===== config.mk =====
export PLATFORM = sky130hd
export DESIGN_NAME = event_window_denoiser_flat
export DESIGN_NICKNAME = d
export VERILOG_FILES = /design/src/rtl/event_filter_pkg.sv /design/src/rtl/event_window_denoiser_if.sv /design/src/rtl/event_window_channel.sv /design/src/rtl/event_window_denoiser.sv /design/src/flat_wrapper.sv
export SDC_FILE = /design/constraint.sdc
export NUM_CORES = 1
export LEC_CHECK = 0
export CAP_MARGIN = 20
export CORE_UTILIZATION = 62
export DETAILED_ROUTE_END_ITERATION = 8
export GPL_TIMING_DRIVEN = 1
export PLACE_DENSITY = 0.87
export SYNTH_ARGS = -nofsm -noshare
export SYNTH_HDL_FRONTEND = slang
export SYNTH_HIERARCHICAL = 1
export SYNTH_SLANG_ARGS = --single-unit

===== constraint.sdc =====
create_clock -name clk -period 6.4 [get_ports clk]
set_input_delay 1.6 -clock clk [delete_from_list [all_inputs] [get_ports clk]]
set_output_delay 1.6 -clock clk [all_outputs]
set_load 0.01 [all_outputs]

===== src/rtl/event_filter_pkg.sv =====
// Shared widths, event payload type and tile pin-map positions for the event window denoiser.
package event_filter_pkg;

    localparam int unsigned COORD_W   = 2;
    localparam int unsigned DEPTH     = 4;
    localparam int unsigned THR_W     = 2;
    localparam int unsigned PTR_W     = $clog2(DEPTH);
    localparam int unsigned SUM_W     = COORD_W + PTR_W;
    localparam int unsigned FILL_W    = $clog2(DEPTH + 1);
    localparam int unsigned EV_W      = 3 * COORD_W;
    localparam int unsigned REJ_CNT_W = 4;

    // ui_in / uio_in / uo_out / uio_out bit positions
    localparam int unsigned EV_LSB        = 0;
    localparam int unsigned EV_VALID_BIT  = 6;
    localparam int unsigned BYPASS_BIT    = 7;
    localparam int unsigned THR_LSB       = 0;
    localparam int unsigned CLR_BIT       = 2;
    localparam int unsigned OUT_VALID_BIT = 6;
    localparam int unsigned REJECT_BIT    = 7;
    localparam int unsigned REJ_CNT_LSB   = 4;

    typedef struct packed {
        logic [COORD_W-1:0] t;
        logic [COORD_W-1:0] y;
        logic [COORD_W-1:0] x;
    } ev_t;

endpackage


===== src/rtl/event_window_denoiser_if.sv =====
// Tile pin bundle: enable, dedicated inputs, bidirectional inputs and all outputs.
interface event_window_denoiser_if;

    logic       ena;
    logic [7:0] ui_in;
    logic [7:0] uio_in;
    logic [7:0] uo_out;
    logic [7:0] uio_out;
    logic [7:0] uio_oe;

    modport master (output ena, ui_in, uio_in, input uo_out, uio_out, uio_oe);
    modport slave  (input ena, ui_in, uio_in, output uo_out, uio_out, uio_oe);

endinterface


===== src/rtl/event_window_channel.sv =====
// One coordinate channel: circular window buffer, running sum, next average and outlier flag.
module event_window_channel
    import event_filter_pkg::*;
(
    input  logic               clk,
    input  logic               rst_n,
    input  logic               clr,
    input  logic               wr_en,
    input  logic [PTR_W-1:0]   wr_ptr,
    input  logic               full,
    input  logic [COORD_W-1:0] new_val,
    input  logic [THR_W-1:0]   thr,
    output logic [COORD_W-1:0] avg_next_c,
    output logic               far_c
);

    logic [COORD_W-1:0] buf_q [DEPTH];
    logic [COORD_W-1:0] buf_d [DEPTH];
    logic [SUM_W-1:0]   sum_q;
    logic [SUM_W-1:0]   sum_d;
    logic [SUM_W-1:0]   old_c;
    logic [COORD_W-1:0] avg_cur_c;
    logic [COORD_W-1:0] diff_c;

    // Oldest entry only leaves the sum once the window is full
    assign old_c = full ? SUM_W'(buf_q[wr_ptr]) : '0;

    always_comb begin
        buf_d = buf_q;
        sum_d = sum_q;
        if (clr) begin
            for (int i = 0; i < int'(DEPTH); i++) buf_d[i] = '0;
            sum_d = '0;
        end else if (wr_en) begin
            sum_d          = sum_q + SUM_W'(new_val) - old_c;
            buf_d[wr_ptr]  = new_val;
        end
    end

    // Gate compares against the average of the window as it stands before this event
    always_comb begin
        avg_next_c = COORD_W'(sum_d >> PTR_W);
        avg_cur_c  = COORD_W'(sum_q >> PTR_W);
        diff_c     = (new_val >= avg_cur_c) ? (new_val - avg_cur_c) : (avg_cur_c - new_val);
        far_c      = 32'(diff_c) > 32'(thr);
    end

    always_ff @(posedge clk or negedge rst_n) begin
        if (!rst_n) begin
            for (int i = 0; i < int'(DEPTH); i++) buf_q[i] <= '0;
            sum_q <= '0;
        end else begin
            buf_q <= buf_d;
            sum_q <= sum_d;
        end
    end

endmodule


===== src/rtl/event_window_denoiser.sv =====
// Windowed-average event denoiser: shared pointer/fill, outlier gate, bypass mux and output registers.
module event_window_denoiser
    import event_filter_pkg::*;
(
    input  logic                   clk,
    input  logic                   rst_n,
    event_window_denoiser_if.slave pins
);

    logic [PTR_W-1:0]     wr_ptr_q, wr_ptr_d;
    logic [FILL_W-1:0]    fill_q, fill_d;
    logic [REJ_CNT_W-1:0] rej_cnt_q, rej_cnt_d;
    ev_t                  avg_q, avg_d;
    logic                 out_valid_q, out_valid_d;
    logic                 reject_q, reject_d;

    ev_t                  ev_c;
    logic [THR_W-1:0]     thr_c;
    logic                 clr_c, offer_c, bypass_c, full_c, gate_c, reject_c, accept_c;
    logic [COORD_W-1:0]   avg_x_c, avg_y_c, avg_t_c;
    logic                 far_x_c, far_y_c, far_t_c;
    logic                 unused_c;

    assign unused_c = ^pins.uio_in[7:3];

    always_comb begin
        ev_c     = ev_t'(pins.ui_in[EV_LSB +: EV_W]);
        thr_c    = pins.uio_in[THR_LSB +: THR_W];
        bypass_c = pins.ui_in[BYPASS_BIT];
        clr_c    = pins.ena & pins.uio_in[CLR_BIT];
        offer_c  = pins.ena & pins.ui_in[EV_VALID_BIT];
        full_c   = (fill_q == FILL_W'(DEPTH));
        gate_c   = ~bypass_c & full_c & (thr_c != '0);
        reject_c = offer_c & ~clr_c & gate_c & (far_x_c | far_y_c | far_t_c);
        accept_c = offer_c & ~clr_c & ~reject_c;
    end

    event_window_channel u_ch_x (
        .clk(clk), .rst_n(rst_n), .clr(clr_c), .wr_en(accept_c), .wr_ptr(wr_ptr_q),
        .full(full_c), .new_val(ev_c.x), .thr(thr_c), .avg_next_c(avg_x_c), .far_c(far_x_c)
    );

    event_window_channel u_ch_y (
        .clk(clk), .rst_n(rst_n), .clr(clr_c), .wr_en(accept_c), .wr_ptr(wr_ptr_q),
        .full(full_c), .new_val(ev_c.y), .thr(thr_c), .avg_next_c(avg_y_c), .far_c(far_y_c)
    );

    event_window_channel u_ch_t (
        .clk(clk), .rst_n(rst_n), .clr(clr_c), .wr_en(accept_c), .wr_ptr(wr_ptr_q),
        .full(full_c), .new_val(ev_c.t), .thr(thr_c), .avg_next_c(avg_t_c), .far_c(far_t_c)
    );

    always_comb begin
        wr_ptr_d    = wr_ptr_q;
        fill_d      = fill_q;
        rej_cnt_d   = rej_cnt_q;
        avg_d       = avg_q;
        out_valid_d = 1'b0;
        reject_d    = 1'b0;
        if (clr_c) begin
            wr_ptr_d  = '0;
            fill_d    = '0;
            rej_cnt_d = '0;
            avg_d     = '0;
        end else if (reject_c) begin
            reject_d = 1'b1;
            if (rej_cnt_q != '1) rej_cnt_d = rej_cnt_q + REJ_CNT_W'(1);
        end else if (accept_c) begin
            wr_ptr_d = wr_ptr_q + PTR_W'(1);
            if (!full_c) fill_d = fill_q + FILL_W'(1);
            // Bypass shows raw events; average mode only publishes once the window is full
            if (bypass_c) begin
                avg_d       = ev_c;
                out_valid_d = 1'b1;
            end else if (fill_d == FILL_W'(DEPTH)) begin
                avg_d       = '{t: avg_t_c, y: avg_y_c, x: avg_x_c};
                out_valid_d = 1'b1;
            end
        end
    end

    always_ff @(posedge clk or negedge rst_n) begin
        if (!rst_n) begin
            wr_ptr_q    <= '0;
            fill_q      <= '0;
            rej_cnt_q   <= '0;
            avg_q       <= '0;
            out_valid_q <= 1'b0;
            reject_q    <= 1'b0;
        end else begin
            wr_ptr_q    <= wr_ptr_d;
            fill_q      <= fill_d;
            rej_cnt_q   <= rej_cnt_d;
            avg_q       <= avg_d;
            out_valid_q <= out_valid_d;
            reject_q    <= reject_d;
        end
    end

    always_comb begin
        pins.uo_out                         = 8'(avg_q);
        pins.uo_out[OUT_VALID_BIT]          = out_valid_q;
        pins.uo_out[REJECT_BIT]             = reject_q;
        pins.uio_out                        = '0;
        pins.uio_out[REJ_CNT_LSB +: REJ_CNT_W] = rej_cnt_q;
        pins.uio_oe                         = 8'hF0;
    end

endmodule


===== src/flat_wrapper.sv =====
// flat-port wrapper written by rule: the top's interface ports become plain ports
module event_window_denoiser_flat import event_filter_pkg::*;
  (clk, rst_n, pins_ena, pins_ui_in, pins_uio_in, pins_uo_out, pins_uio_out, pins_uio_oe);
  event_window_denoiser_if pins_i ();
  input  logic clk;
  input  logic rst_n;
  input wire logic [$bits(pins_i.ena)-1:0] pins_ena;
  input wire logic [$bits(pins_i.ui_in)-1:0] pins_ui_in;
  input wire logic [$bits(pins_i.uio_in)-1:0] pins_uio_in;
  output wire logic [$bits(pins_i.uo_out)-1:0] pins_uo_out;
  output wire logic [$bits(pins_i.uio_out)-1:0] pins_uio_out;
  output wire logic [$bits(pins_i.uio_oe)-1:0] pins_uio_oe;
  assign pins_i.ena = pins_ena;
  assign pins_i.ui_in = pins_ui_in;
  assign pins_i.uio_in = pins_uio_in;
  assign pins_uo_out = pins_i.uo_out;
  assign pins_uio_out = pins_i.uio_out;
  assign pins_uio_oe = pins_i.uio_oe;
  event_window_denoiser u_core (.clk(clk), .rst_n(rst_n), .pins(pins_i));
endmodule

==> results of run 1 <==
## cell type report
cell class,instances,area share
multi-input cells,260,0.522
flip-flops and latches,53,0.317
repair buffers,33,0.0730
inverters,48,0.0431
well taps,75,0.0224
clock buffers,5,0.0165
clock inverters,3,0.00539
## cells in the final DEF (no fill, tap or decap), types with 2 or more instances in the layout
cell	Yosys	layout
a211oi_1	3	3
a21o_1	3	3
a21oi_1	18	18
a21oi_2	3	3
a31oi_1	7	7
and2_1	6	6
and2b_2	6	6
and4b_1	2	2
buf_4	20	8
clkbuf_8	0	5
clkdlybuf4s50_1	0	24
clkinvlp_4	0	3
conb_1	2	12
dfrtp_1	53	53
fa_1	9	9
ha_1	30	30
inv_1	46	46
inv_2	2	2
mux2_2	3	3
mux2i_1	35	35
mux4_1	3	3
mux4_2	3	3
nand2_1	16	16
nand2b_1	3	3
nand3_1	4	4
nand3b_1	9	9
nor2_1	39	39
nor3b_2	3	3
o211a_1	6	6
o211ai_1	2	2
o21ai_0	3	3
o21ai_2	6	6
o31ai_1	3	3
or3_1	2	2
or3_2	4	4
xnor2_1	3	3
## sequential cells by signal (all words and copies together), names as in the netlist
| signal | cells |
|---|---|
| u_core/reject_q | 1 |
| u_core/rej_cnt_q | 4 |
| u_core/pins.uo_out | 6 |
| u_core/u_ch_x/buf_q | 8 |
| u_core/u_ch_x/sum_q | 4 |
| u_core/fill_q | 3 |
| u_core/u_ch_t/buf_q | 8 |
| u_core/u_ch_y/sum_q | 4 |
| u_core/u_ch_y/buf_q | 8 |
| u_core/out_valid_q | 1 |
| u_core/u_ch_t/sum_q | 4 |
| u_core/wr_ptr_q | 2 |
## cells by family (layout without fill, tap and decap cells)
kind of cell	Yosys count	count (layout)	share of synthesized area
compound gates	60	60	0.114
xor+xnor	3	3	0.00680
fa+ha+maj	39	39	0.144
buf+inv	78	89	0.102
flops	53	53	0.343
mux	44	44	0.137
other cells	2	12	0.00194
simple gates	102	102	0.152
## worst max path at each step
stage	endpoint	from	cells past startpoint	slack, ns
final	u_core/pins.uo_out[1]	pins_ui_in[5]	18	0.59
after floorplan	u_core/pins.uo_out[1]	pins_ui_in[2]	21	0.96
after global placement	u_core/pins.uo_out[1]	pins_ui_in[3]	18	0.43
after detailed placement	u_core/pins.uo_out[1]	pins_ui_in[3]	18	0.30
after global routing	u_core/pins.uo_out[1]	pins_ui_in[3]	18	0.36
after CTS	u_core/pins.uo_out[1]	pins_ui_in[3]	18	0.64
## stage by stage
step	setup WS (ns)	power, W	hold WS, ns
CTS	0.638	0.000868	0.536
floorplan	0.961	0.000602	0.478
global placement	0.427	0.000650	0.499
detailed placement	0.302	0.000670	0.514
global route	0.359	0.000919	0.560
finish	0.586	0.000862	0.529
## worst min-delay path: cells and delay by family, from the launching register on
kind             cells  cell delay, ns
flip-flops           1            0.34
AND/OR/NAND/NOR      1            0.08
multiplexers         1            0.07
## power by group
group          leakage, nW  internal [W]  total, W  switching, W
registers            0.722      0.000360  0.000392     0.0000324
logic                 1.39      0.000128  0.000274      0.000146
clock network       0.0364     0.0000769  0.000195      0.000118
## routing by layer
layer | vias to the layer above | part of all wire | track usage
met5 | - | 0 | 0
met4 | 0 | 0.017 | 0.0911
met3 | 12 | 0.041 | 0.0416
met2 | 65 | 0.52 | 0.455
met1 | 1411 | 0.43 | 0.309
li1 | 1308 | - | -
==> flow_summary.ini, run 1 <==
[final_layout]
drive_above_1_share = 0.132
syn_to_final_growth_pct = 8.16
fin_nets = 459
n_antenna_cell = 0
multi_input_area_sq_um = 2180
final_util = 0.702
seq_area_sq_um = 1330
final_area_sq_um = 4180
layoutNonFillerInstCount = 477
num-fill-cells = 454

[routing]
wl_per_cell_um = 16.2
drtAntennaViolNets = 0
drcViolationCount = 0
firstDrtPassIters = 4
wl_um = 7710
drt_iter0_drc = 187
vias_per_cell = 5.86
vias = 2796

[synth]
synth_enable_flop_cells = 0
synthArstFlopShare = 1.00
synth_top_area_frac = 0.343
synth-warning-count = 6
ys_ff_latch = 53
yosysTopAreaCell = dfrtp_1
synth_area_per_cell_sq_um = 10.1
synth_cell_types = 53
synthFlopType = dfrtp_1
yosysMostFrequentCell = dfrtp_1
yosysSeqAreaShare = 0.343
syn_area_sq_um = 3860
synth_common_cells = dfrtp_1, inv_1, nor2_1
synthCells = 381
yosys-top-cells-area = dfrtp_1, ha_1, mux2i_1

[cts]
clock_sinks = 53
post_cts_buffers = 0
cts_hold_buf = 0
cts_buffers = 5
post_cts_resized = 0
path_clk_slew_ns = 0.10
clkLatencyLatePin_ns = 0.32
clock_path_buffers = 2
cts_tree = yes
cts.htree.levels = 2
clock-root-buffer = clkbuf_8

[sta]
worst_pin_slew_ns = 1.02
relSlewSlack = 0.318
fin_tns_setup_ns = 0
grt_setup_unrepaired = false
fmax_mhz = 172
setup_violations = 0
drv_slew = 0
clock_skew_ns = 0.0110
fin_crit_sh = 0.908
finalCriticalPeriod_ns = 5.81
hold_viol = 0

[min_path]
hp-start = u_core/u_ch_t/buf_q[0]
min_to = u_core/u_ch_t/buf_q[0]
hp-class = reg -> reg
hold_depth = 2

[floorplan]
die_height_um = 81.0
start_util = 0.649
die-width_um = 81.0
io_pins = 43
core_sq_um = 5960
num_rows = 28
die_area_sq_um = 6550

[grt]
grt_max_degree = 54
grt_pass1_vias = 2794
antenna_found_initial = 0
grt_overflow = 0
grt_pass1_wl_um = 12600
grt_util_all_layers = 0.255

[power]
cellLeakagePower_nw = 2.15
p_per_area_nw_per_um2 = 206
peakVddDrop_v = 0.000140

[setup_path]
max_stage_delay_ns = 0.61
slowest_stage = clkdlybuf4s50_1
critical_path_class = in -> reg
path_max_fanout = 10
crit_arrival_ns = 6.04
reg2regPathDepth = 13
cp-end-kind = flip-flop
rrSetupSlack_ns = 2.00
r2r-end = u_core/pins.uo_out[1]
crit_buf_inv = 2
crit_required_ns = 6.62
r2r-start = u_core/wr_ptr_q[0]
critPathMostFrequentCell = a21oi_1
start_kind = input pin
crit_chain = clkdlybuf4s50_1 -> inv_1 -> fa_1 -> a21oi_1 -> a21oi_1 -> a21oi_1 -> ha_1 -> a21oi_1 -> a21oi_1 -> or3_4 -> a31oi_4 -> nand2_1 -> mux2i_1 -> mux2_2 -> or3_2 -> a31oi_1 -> o21ai_2 -> o211a_1
cp_top_family = compound AO/OA/AOI/OAI gates

[job]
cap_violations = 0

[placed_design]
place_hpwl_um = 5500
dpl_cell_area_sq_um = 4090
gp_congestion = 0.821
placed_cells = 469
io_buffers = 25

[status]
status = complete, no violations
No activity file was read; power rests on OpenSTA's default activity.
==> run 2, diff against run 1 <==
- CORE_MARGIN: unset -> 10
- REMOVE_ABC_BUFFERS: unset -> 1
==> flow_summary.ini, run 2 (synthesized netlist as in run 1, its figures left out) <==
[final_layout]
final_common_cell = dfrtp_1
drive_above_1_share = 0.138
top_regs = u_core/u_ch_t/buf_q (8), u_core/u_ch_x/buf_q (8), u_core/u_ch_y/buf_q (8)
final_cell_mix = dfrtp_1, inv_1, nor2_1, mux2i_1, ha_1
final_area_sq_um = 4210
layoutNonFillerInstCount = 480
n_antenna_cell = 0
fin_nets = 462
syn_to_final_growth_pct = 9.00

[sta]
setup_violations = 0
fin_crit_sh = 0.916
worst_pin_slew_ns = 0.886
fin_tns_setup_ns = 0
relSlewSlack = 0.409
finalCriticalPeriod_ns = 5.86
clock_skew_ns = 0.00860
grt_setup_unrepaired = false
hold_viol = 0
whs_ns = 0.527
drv_slew = 0
fmax_mhz = 171

[grt]
grt_pass1_vias = 2841
grt_pass1_wl_um = 13600
antenna_found_initial = 0
grt_overflow = 0
grt_max_degree = 54
grt_util_all_layers = 0.164

[routing]
drt_iter0_drc = 129
firstDrtPassIters = 4
vias_per_cell = 5.67
wl_um = 7890
vias = 2723
drtAntennaViolNets = 0
drcViolationCount = 0
wl_per_cell_um = 16.4

[placed_design]
place_hpwl_um = 5800
gp_congestion = 0.842
placed_cells = 472
io_buffers = 25
dpl_cell_area_sq_um = 4110

[cts]
cts.htree.levels = 2
clock_path_buffers = 2
clkLatencyLatePin_ns = 0.31
clock_sinks = 53
post_cts_buffers = 0
cts_tree = yes
cts_buffers = 5
cts_hold_buf = 0
path_clk_slew_ns = 0.09
post_cts_resized = 0
clock-root-buffer = clkbuf_8

[floorplan]
num_rows = 28
core_sq_um = 5990
die_height_um = 99.0
io_pins = 43
die_area_sq_um = 9790
die-width_um = 99.0
start_util = 0.645

[setup_path]
start_kind = input pin
critical_path_class = in -> reg
critPathMostFrequentCell = a21oi_1
path_max_fanout = 11
crit_buf_inv = 2
r2r-start = u_core/wr_ptr_q[0]
cp-end-kind = flip-flop
crit_arrival_ns = 6.06
crit_required_ns = 6.59
cp_top_family = compound AO/OA/AOI/OAI gates
cp-startpoint = pins_ui_in[2]
crit_chain = clkdlybuf4s50_1 -> inv_1 -> ha_1 -> fa_1 -> a21oi_1 -> a21oi_1 -> a21oi_1 -> ha_1 -> a21oi_1 -> a21oi_1 -> or3_4 -> a31oi_4 -> nand2_1 -> mux2i_1 -> mux2_2 -> or3_2 -> a31oi_1 -> o21ai_2 -> o211a_1
slowest_stage = clkdlybuf4s50_1
max_stage_delay_ns = 0.49

[power]
peakVddDrop_v = 0.000182
cellLeakagePower_nw = 2.18
finalPower_w = 0.000868
p_per_area_nw_per_um2 = 206

[min_path]
hp-start = u_core/u_ch_x/buf_q[7]
hp-class = reg -> reg

[job]
cap_violations = 0

[status]
status = complete, no violations
-- run 2: changes by cell type in the layout (fill, tap and decap cells not counted) --
cell        change
clkbuf_8        +2
clkinv_2        +1
clkinvlp_4      -3
buf_4           +3
-- run 2: tightest hold or removal path: cells and delay by family, from the launching register on --
kind / cells / cell delay, ns
flip-flops: 1 / 0.35
multiplexers: 1 / 0.07
AND/OR/NAND/NOR: 1 / 0.07
-- run 2: path summary, 6_finish.rpt --
path	end	slack [ns]	cells past startpoint
worst min register to register	u_core/u_ch_x/buf_q[7]	0.53	2
max in group asynchronous	u_core/fill_q[2]	4.57	2
worst max register to register	u_core/pins.uo_out[1]	1.94	13
worst max-delay path	u_core/pins.uo_out[1]	0.54	19
worst min-delay path	u_core/u_ch_x/buf_q[7]	0.53	2
min in group asynchronous	u_core/u_ch_y/buf_q[6]	1.40	2
-- run 2: through the flow --
step	util	setup WS, ns
floorplan	-	0.783
global placement	0.686	0.477
detailed placement	0.686	0.344
CTS	0.703	0.607
global route	0.703	0.388
finish	0.703	0.539
-- run 2: cell type report --
class,count,area [sq um]
tap,75,93.8
sequential,53,1330
fill,449,1780
timing repair buffer,36,328
clock inverter,1,5.00
inverter,48,180
multi-input combinational,260,2180
clock buffer,7,96.3
-- run 2: power breakdown --
group / internal [W] / switching, W / leakage (nW) / total (W)
Sequential: 0.000360 / 0.0000311 / 0.722 / 0.000391
Clock: 0.0000979 / 0.000104 / 0.0542 / 0.000202
Combinational: 0.000129 / 0.000146 / 1.40 / 0.000275
-- run 2: routing by layer --
metal,routed length [um],track usage,share of wire
met1,3470,0.205,0.44
met2,3820,0.275,0.48
met3,456,0.0377,0.058
met4,140,0.0496,0.018
met5,0,0,0
